## src/rtl/accum_pkg.sv

```systemverilog
// Shared types for the accumulator controller: operation codes and FSM states.
package accum_pkg;

    typedef enum logic [1:0] {
        CLR  = 2'd0,
        LOAD = 2'd1,
        ADD  = 2'd2,
        SUB  = 2'd3
    } op_t;

    typedef enum logic [1:0] {
        IDLE = 2'd0,
        EXEC = 2'd1,
        HOLD = 2'd2
    } state_t;

endpackage : accum_pkg

```

## src/rtl/addsub.sv

```systemverilog
// Combinational dw-bit adder/subtractor with carry/borrow and signed-overflow outputs.
module addsub #(
    parameter int dw = 8
) (
    input  logic [dw-1:0] dataa,
    input  logic [dw-1:0] datab,
    input  logic          add_sub,
    output logic [dw-1:0] result,
    output logic          carry,
    output logic          overflow
);

    logic [dw:0] sum_ext;
    logic [dw:0] diff_ext;

    assign sum_ext  = {1'b0, dataa} + {1'b0, datab};
    assign diff_ext = {1'b0, dataa} - {1'b0, datab};

    // NOTE: every output gets a default first so no path through this block infers a latch.
    always_comb begin
        result   = sum_ext[dw-1:0];
        carry    = 1'b0;
        overflow = 1'b0;
        if (add_sub) begin
            result   = sum_ext[dw-1:0];
            carry    = sum_ext[dw];
            overflow = (dataa[dw-1] == datab[dw-1]) && (sum_ext[dw-1] != dataa[dw-1]);
        end else begin
            result   = diff_ext[dw-1:0];
            // The extra borrow bit is set exactly when dataa < datab (unsigned).
            carry    = diff_ext[dw];
            overflow = (dataa[dw-1] != datab[dw-1]) && (diff_ext[dw-1] != dataa[dw-1]);
        end
    end

endmodule : addsub

```

## src/rtl/accum_seq.sv

```systemverilog
// Sequential accumulator controller: one op per valid/ready transaction, result and
// sticky flags presented over a registered valid/ready output.
module accum_seq
    import accum_pkg::*;
#(
    parameter int dw = 8,
    parameter int cw = 8
) (
    input  logic          clk,
    input  logic          reset_n,
    input  logic          op_valid,
    output logic          op_ready,
    input  logic [1:0]    op_code,
    input  logic [dw-1:0] op_data,
    output logic          res_valid,
    input  logic          res_ready,
    output logic [dw-1:0] res_data,
    output logic          res_carry,
    output logic          res_zero,
    output logic          res_ovf,
    output logic [cw-1:0] op_count
);

    state_t        state_q;
    op_t           op_q;
    logic [dw-1:0] opnd_q;
    logic [dw-1:0] acc_q, acc_d;
    logic          carry_q, carry_d;
    logic          zero_q;
    logic          ovf_q, ovf_d;
    logic [cw-1:0] op_count_q;
    logic          op_ready_q;
    logic          res_valid_q;

    logic [dw-1:0] as_result;
    logic          as_carry;
    logic          as_ovf;

    addsub #(.dw(dw)) u_addsub (
        .dataa    (acc_q),
        .datab    (opnd_q),
        .add_sub  (op_q == ADD),
        .result   (as_result),
        .carry    (as_carry),
        .overflow (as_ovf)
    );

    // Next accumulator and flag values; only committed in EXEC.
    always_comb begin
        acc_d   = acc_q;
        carry_d = 1'b0;
        ovf_d   = ovf_q;
        case (op_q)
            CLR: begin
                acc_d = '0;
                ovf_d = 1'b0;
            end
            LOAD: acc_d = opnd_q;
            ADD, SUB: begin
                acc_d   = as_result;
                carry_d = as_carry;
                ovf_d   = ovf_q | as_ovf;
            end
            default: acc_d = acc_q;
        endcase
    end

    // NOTE: state is written with <= only, so every register samples pre-edge values
    // regardless of statement order.
    always_ff @(posedge clk) begin
        if (!reset_n) begin
            state_q     <= IDLE;
            acc_q       <= '0;
            carry_q     <= 1'b0;
            zero_q      <= 1'b0;
            ovf_q       <= 1'b0;
            op_count_q  <= '0;
            op_ready_q  <= 1'b0;
            res_valid_q <= 1'b0;
            // NOTE: op_q/opnd_q are deliberately not reset; IDLE always writes them
            // before EXEC reads them.
        end else begin
            case (state_q)
                IDLE: begin
                    if (op_ready_q && op_valid) begin
                        op_q       <= op_t'(op_code);
                        opnd_q     <= op_data;
                        op_ready_q <= 1'b0;
                        state_q    <= EXEC;
                    end else begin
                        op_ready_q <= 1'b1;
                    end
                end
                EXEC: begin
                    acc_q       <= acc_d;
                    carry_q     <= carry_d;
                    zero_q      <= (acc_d == '0);
                    ovf_q       <= ovf_d;
                    op_count_q  <= op_count_q + 1'b1;
                    res_valid_q <= 1'b1;
                    state_q     <= HOLD;
                end
                HOLD: begin
                    if (res_ready) begin
                        res_valid_q <= 1'b0;
                        op_ready_q  <= 1'b1;
                        state_q     <= IDLE;
                    end
                end
                default: begin
                    res_valid_q <= 1'b0;
                    op_ready_q  <= 1'b0;
                    state_q     <= IDLE;
                end
            endcase
        end
    end

    assign op_ready  = op_ready_q;
    assign res_valid = res_valid_q;
    assign res_data  = acc_q;
    assign res_carry = carry_q;
    assign res_zero  = zero_q;
    assign res_ovf   = ovf_q;
    assign op_count  = op_count_q;

endmodule : accum_seq

```

## config.mk

```make
export PLATFORM = sky130hd
export DESIGN_NAME = accum_seq
export DESIGN_NICKNAME = d
export VERILOG_FILES = /design/src/rtl/accum_pkg.sv /design/src/rtl/addsub.sv /design/src/rtl/accum_seq.sv
export SDC_FILE = /design/constraint.sdc
export NUM_CORES = 1
export LEC_CHECK = 0
export ABC_AREA = 1
export BUFFER_PORTS_ARGS = -buffer_cell sky130_fd_sc_hd__buf_4
export CAP_MARGIN = 5
export CORE_ASPECT_RATIO = 1.5
export CORE_MARGIN = 5
export CORE_UTILIZATION = 55
export DETAILED_ROUTE_END_ITERATION = 8
export PLACE_DENSITY = 0.78
export SYNTH_ARGS = -nofsm -noshare
export SYNTH_HDL_FRONTEND = slang
export SYNTH_SLANG_ARGS = --single-unit
export TNS_END_PERCENT = 100
```

## constraint.sdc

```tcl
create_clock -name clk -period 2.5 [get_ports clk]
set_input_delay 0.5 -clock clk [delete_from_list [all_inputs] [get_ports clk]]
set_output_delay 0.5 -clock clk [all_outputs]
set_load 0.02 [all_outputs]
```

Yosys cells after proc, flatten, opt, wreduce, memory -nomap -nowiden:

Cells that the tools add are included.

* output and inout port bits: 21
* logic and storage cells: 54
* register bits: 33

* bitwise logic cells: 3
* muxes and demuxes: 14
* equal/unequal tests: 11
* reduce and logical (&&, ||, !) cells: 13
* add/subtract/negate cells: 3

Operator list (count)
* $pmux 8 s3: 1
* $add 8x8->9: 1
* $sub 8x8->9: 1
* $add 8x1->8 const B: 1
* $logic_not 8->1: 1
* $mux 8: 1
* $reduce_and 2->1: 4
* $eq 2x2->1 const B: 3
* $mux 1: 6
* $pmux 1 s3: 2
* $pmux 2 s3: 1
* $eq 2x1->1 const B: 2
* $logic_not 2->1: 2
* $mux 2: 2
* $ne 2x2->1 const B: 2
* $logic_and 1x1->1: 3
* $ne 1x1->1: 3
* $reduce_and 3->1: 1
* $not 1->1: 2
* $pmux 1 s2: 1
* $reduce_bool 2->1: 1
* $reduce_or 2->1: 1
* $eq 1x1->1: 1
* $or 1x1->1: 1

Longest topological paths before layout:

* depth in word-level cells: 6
* mapped depth: 17
* depth with buffers taken out: 16

Cells and area by module:

Synthesis repeated with hierarchy kept, for this count alone.

* cell total of the unflattened synthesis: 302
* area total of the unflattened synthesis: 2190.9 um^2

By module, submodules not included
* accum_seq: seq. area each 760.7 um^2, instances 1, cells each 169, area an instance 1408.9 um^2
* addsub: seq. area each 0.0 um^2, instances 1, cells each 133, area an instance 782.0 um^2

Worst setup path before layout:

No wires, ideal clock.

* path kind: input -> register
* start point: in reset_n
* end point: reg op_q[0] (enable)
* cell stages on the path: 4
* slack: 0.241 ns
* path buffers: 2
* setup time: 0.390 ns
* arrival: 1.869 ns
* data required time: 2.110 ns
* path through: clkbuf_1 inv_1 clkbuf_1 nor3_1

* longest elaborated chain between the ends: 1

Ends and longest elaborated chain
* from (decl): line accum_seq.sv:10 `input logic reset_n,`
* $reduce_and 3->1 (no line)
* to (signal assigned): line accum_seq.sv:86 `op_q <= op_t'(op_code);`
* to (decl): line accum_seq.sv:25 `op_t op_q;`

No other way between the ends.
A chain may end at the register's enable or synchronous reset.

Worst setup path after layout:

* start point: reg opnd_q[0]
* end point: reg zero_q (netlist: res_zero)

* longest elaborated chain between the ends: 4
* elaborated cells between the ends (all ways): 5

Ends and longest elaborated chain
* from (decl): line accum_seq.sv:26 `logic [dw-1:0] opnd_q;`
* from (signal assigned): line accum_seq.sv:87 `opnd_q <= op_data;`
* $sub 8x8->9 / $add 8x8->9 (equally long branches): line addsub.sv:17, addsub.sv:16
* $mux 8: line addsub.sv:24 `if (add_sub) begin`
* $pmux 8 s3 (*): line accum_seq.sv:53 `case (op_q)`
* $logic_not 8->1 (*): line accum_seq.sv:97 `zero_q <= (acc_d == '0);`
* to (signal assigned): line accum_seq.sv:97
* to (decl): line accum_seq.sv:29 `logic zero_q;`

Every way passes the cells marked *; elsewhere a longest branch is shown, timed or not.

==> impl_metrics.json <==
{
  "power.switching_uw": 361.8,
  "clk_latency_ps": 290,
  "nets": 373,
  "synth_top_area_cell": "dfxtp_1",
  "grt_pass1_wl_um": 8873,
  "tightest_slew_ps": 525.1,
  "syn_nets": 337,
  "multiInputGateArea_um2": 1170,
  "placed_cells": 378,
  "path_cells": "ha_1 > inv_1 > fa_1 > nand2_1 > o21ai_1 > a22oi_1 > nand2_1 > nor2_1 > nand3_1 > nor2_1 > nand3_1 > a21oi_2",
  "p_per_area_nw_per_um2": 521.3,
  "drive_above_1_share": 0.1760,
  "final_util": 0.6644,
  "slowest_stage": "edfxtp_1",
  "critPathArrivalTime_ps": 2390,
  "start_kind": "flop",
  "tns_ps": 0,
  "initial_core_util": 0.5595,
  "drt-total-wl_um": 5112,
  "hpwl_um": 4014,
  "sw_frac_of_total": 0.2687,
  "synth_top_family_by_area": "simple AND/OR/NAND/NOR gates",
  "hold_buffers": 0,
  "dp_slack_ps": 374.1,
  "intPower_uw": 985.0,
  "first_global_vias": 2031,
  "path_buf_inv": 1,
  "synth-xor-area-share": 0,
  "routedWlPerCell_um": 13.24,
  "grt_use_total": 0.2177,
  "synthMuxAreaShare": 0,
  "pwr-share-seq": 0.441,
  "max_slew_margin": 0.6495,
  "finalMaxSlewViolations": 0,
  "grt_max_degree": 17,
  "cts_max_level": 2,
  "synth.area.top_cells": "dfxtp_1 (21%), edfxtp_1 (14%), nand2_1 (12%)",
  "power_mw": 1.347,
  "critPathMaxStageDelay_ps": 430,
  "drtAntennaViolNets": 0,
  "antenna_found_initial": 0,
  "drtPass1Iterations": 4,
  "syn_area_um2": 2176,
  "combPwrFrac": 0.168,
  "fmax_ghz": 0.4606,
  "hold_viol": 0,
  "drv_cap": 0,
  "hold_path.class": "in2reg",
  "numCtsBuffers": 5,
  "finalWeightedCongestion": 0.9005,
  "final_cell_count_no_fill": 386,
  "cts_sinks": 33,
  "core-area_um2": 3889,
  "finalClockSkew_ps": 8.490,
  "yosys_warnings": 0,
  "synth_top_area_share": 0.2116,
  "cts_resized": 0,
  "syn_inst": 304,
  "crit_fanout": 3,
  "fillers": 330,
  "required_ps": 2720,
  "cts_tree": "built",
  "finalSetupViolCount": 0,
  "layout_setup_ws_ps": 329.1,
  "rsz0062_at_grt": "false",
  "vias": 2022,
  "dieArea_um2": 5340,
  "synth_fa_ha_area_frac": 0.1162,
  "die_h_um": 87.04,
  "final_common_cell": "nand2_1",
  "synth_compound_area_frac": 0.1127,
  "ys_seq_area_frac": 0.3496,
  "final_cell_mix": "nand2_1 (72), inv_1 (49), buf_4 (36)",
  "period_share": 0.8684,
  "boundaryPins": 35,
  "die_x_um": 61.36,
  "crit_type": "reg2reg",
  "min_period_ps": 2171,
  "diodes": 0,
  "row_count": 28,
  "clk_path_buf_depth": 2,
  "ys_types": 36,
  "clk_pin_slew_ps": 70,
  "clock-root-buffer": "clkbuf_8",
  "vdd_drop_max_mv": 0.5294,
  "portBuffers": 34,
  "p_leak_nw": 1.330,
  "cts_setup_buffers": 0,
  "seq_area_um2": 760.7,
  "status": "complete, no violations",
  "drtIter0Drc": 98,
  "worst_path_dominant_cell_family": "adder cells",
  "syn2layout_area_growth_pct": 18.75,
  "grt-ovfl-total": 0,
  "syn_avg_cell_area_um2": 7.157,
  "yosys.area_share.simple": 0.3088,
  "ys_seq_elements": 33,
  "drc_errors": 0,
  "crit_path_end_kind": "flop",
  "clock_power_share": 0.391,
  "viasPerCell": 5.238
}
-- per-stage QoR --
stage / hold WS, ps / area (um^2)
2_1_floorplan: 496.9 / 2176
3_3_place_gp: 448.4 / 2464
3_5_place_dp: 457.1 / 2464
4_1_cts: 383.5 / 2584
5_1_grt: 375.0 / 2584
6_report: 384.3 / 2584
-- cell families (layout without fill, tap and decap cells) --
kind of cell,Yosys count,count (layout)
buf+inv,60,97
flops,33,33
fa+ha+maj,19,19
compound gates,42,42
simple gates,150,150
-- worst reg2reg max path, delay by kind of cell (launching register included) --
kind	cells	cell delay, ps
fa+ha+maj	2	630
simple gates	6	550
buf+inv	1	110
compound gates	3	390
flops	1	430
-- Yosys cell counts --
cell type / instances
o211ai_1: 3
or2_2: 1
nor2_2: 1
nor2_8: 1
nand2_1: 72
and3_1: 2
nor3_1: 8
nor2_4: 2
nor3b_1: 1
a21oi_2: 4
a32o_1: 1
and2_1: 1
clkbuf_1: 4
buf_4: 1
ha_1: 17
buf_2: 1
nand3b_1: 1
buf_6: 1
inv_2: 2
a22oi_1: 1
inv_1: 49
nand4_1: 3
dfxtp_1: 23
edfxtp_1: 10
o21ai_0: 13
fa_1: 2
inv_6: 1
inv_4: 1
o21a_1: 1
a211oi_1: 1
or2_0: 1
o21ai_1: 2
nor2_1: 29
nand2_2: 3
a21oi_1: 16
nand3_1: 24
-- power by group through the flow --
stage          Clock [mW]  Combinational, mW  Sequential (mW)
2_1_floorplan           0              0.143            0.616
3_3_place_gp            0              0.221            0.605
3_5_place_dp            0              0.225            0.606
4_1_cts             0.535              0.227            0.594
5_1_grt             0.559              0.258            0.597
6_report            0.527              0.226            0.594
-- cell type report --
class                   count  area share
repair buffers             36      0.1046
well taps                  45     0.02179
clock buffers               6     0.03196
flip-flops and latches     33      0.2944
multi-input cells         211      0.4528
inverters                  53     0.07990
clock inverters             2     0.01453
-- final timing paths --
check / startpoint / end / slack, ps / cells past startpoint
worst min register to register: op_count[7] / op_count[7] / 470 / 2
worst max register to register: opnd_q[0] / res_zero / 330 / 12
worst max-delay path: opnd_q[0] / res_zero / 330 / 12
worst min-delay path: op_data[7] / opnd_q[7] / 380 / 1
-- per-layer routing --
layer / routed length (um) / vias up / part of all wire / GRT usage
li1: - / 1042 / - / -
met1: 2026 / 924 / 0.40 / 0.2386
met2: 2777 / 45 / 0.54 / 0.4017
met3: 186 / 11 / 0.036 / 0.03709
met4: 121 / 0 / 0.024 / 0.07915
met5: 0 / - / 0 / 0
-- registers in the layout (all words and copies together), names as in the netlist --
signal	cells
op_q	2
res_ovf	1
res_data	8
op_count	8
res_zero	1
state_q	2
opnd_q	8
res_valid	1
res_carry	1
op_ready	1
(Power assumes the default switching activity.)
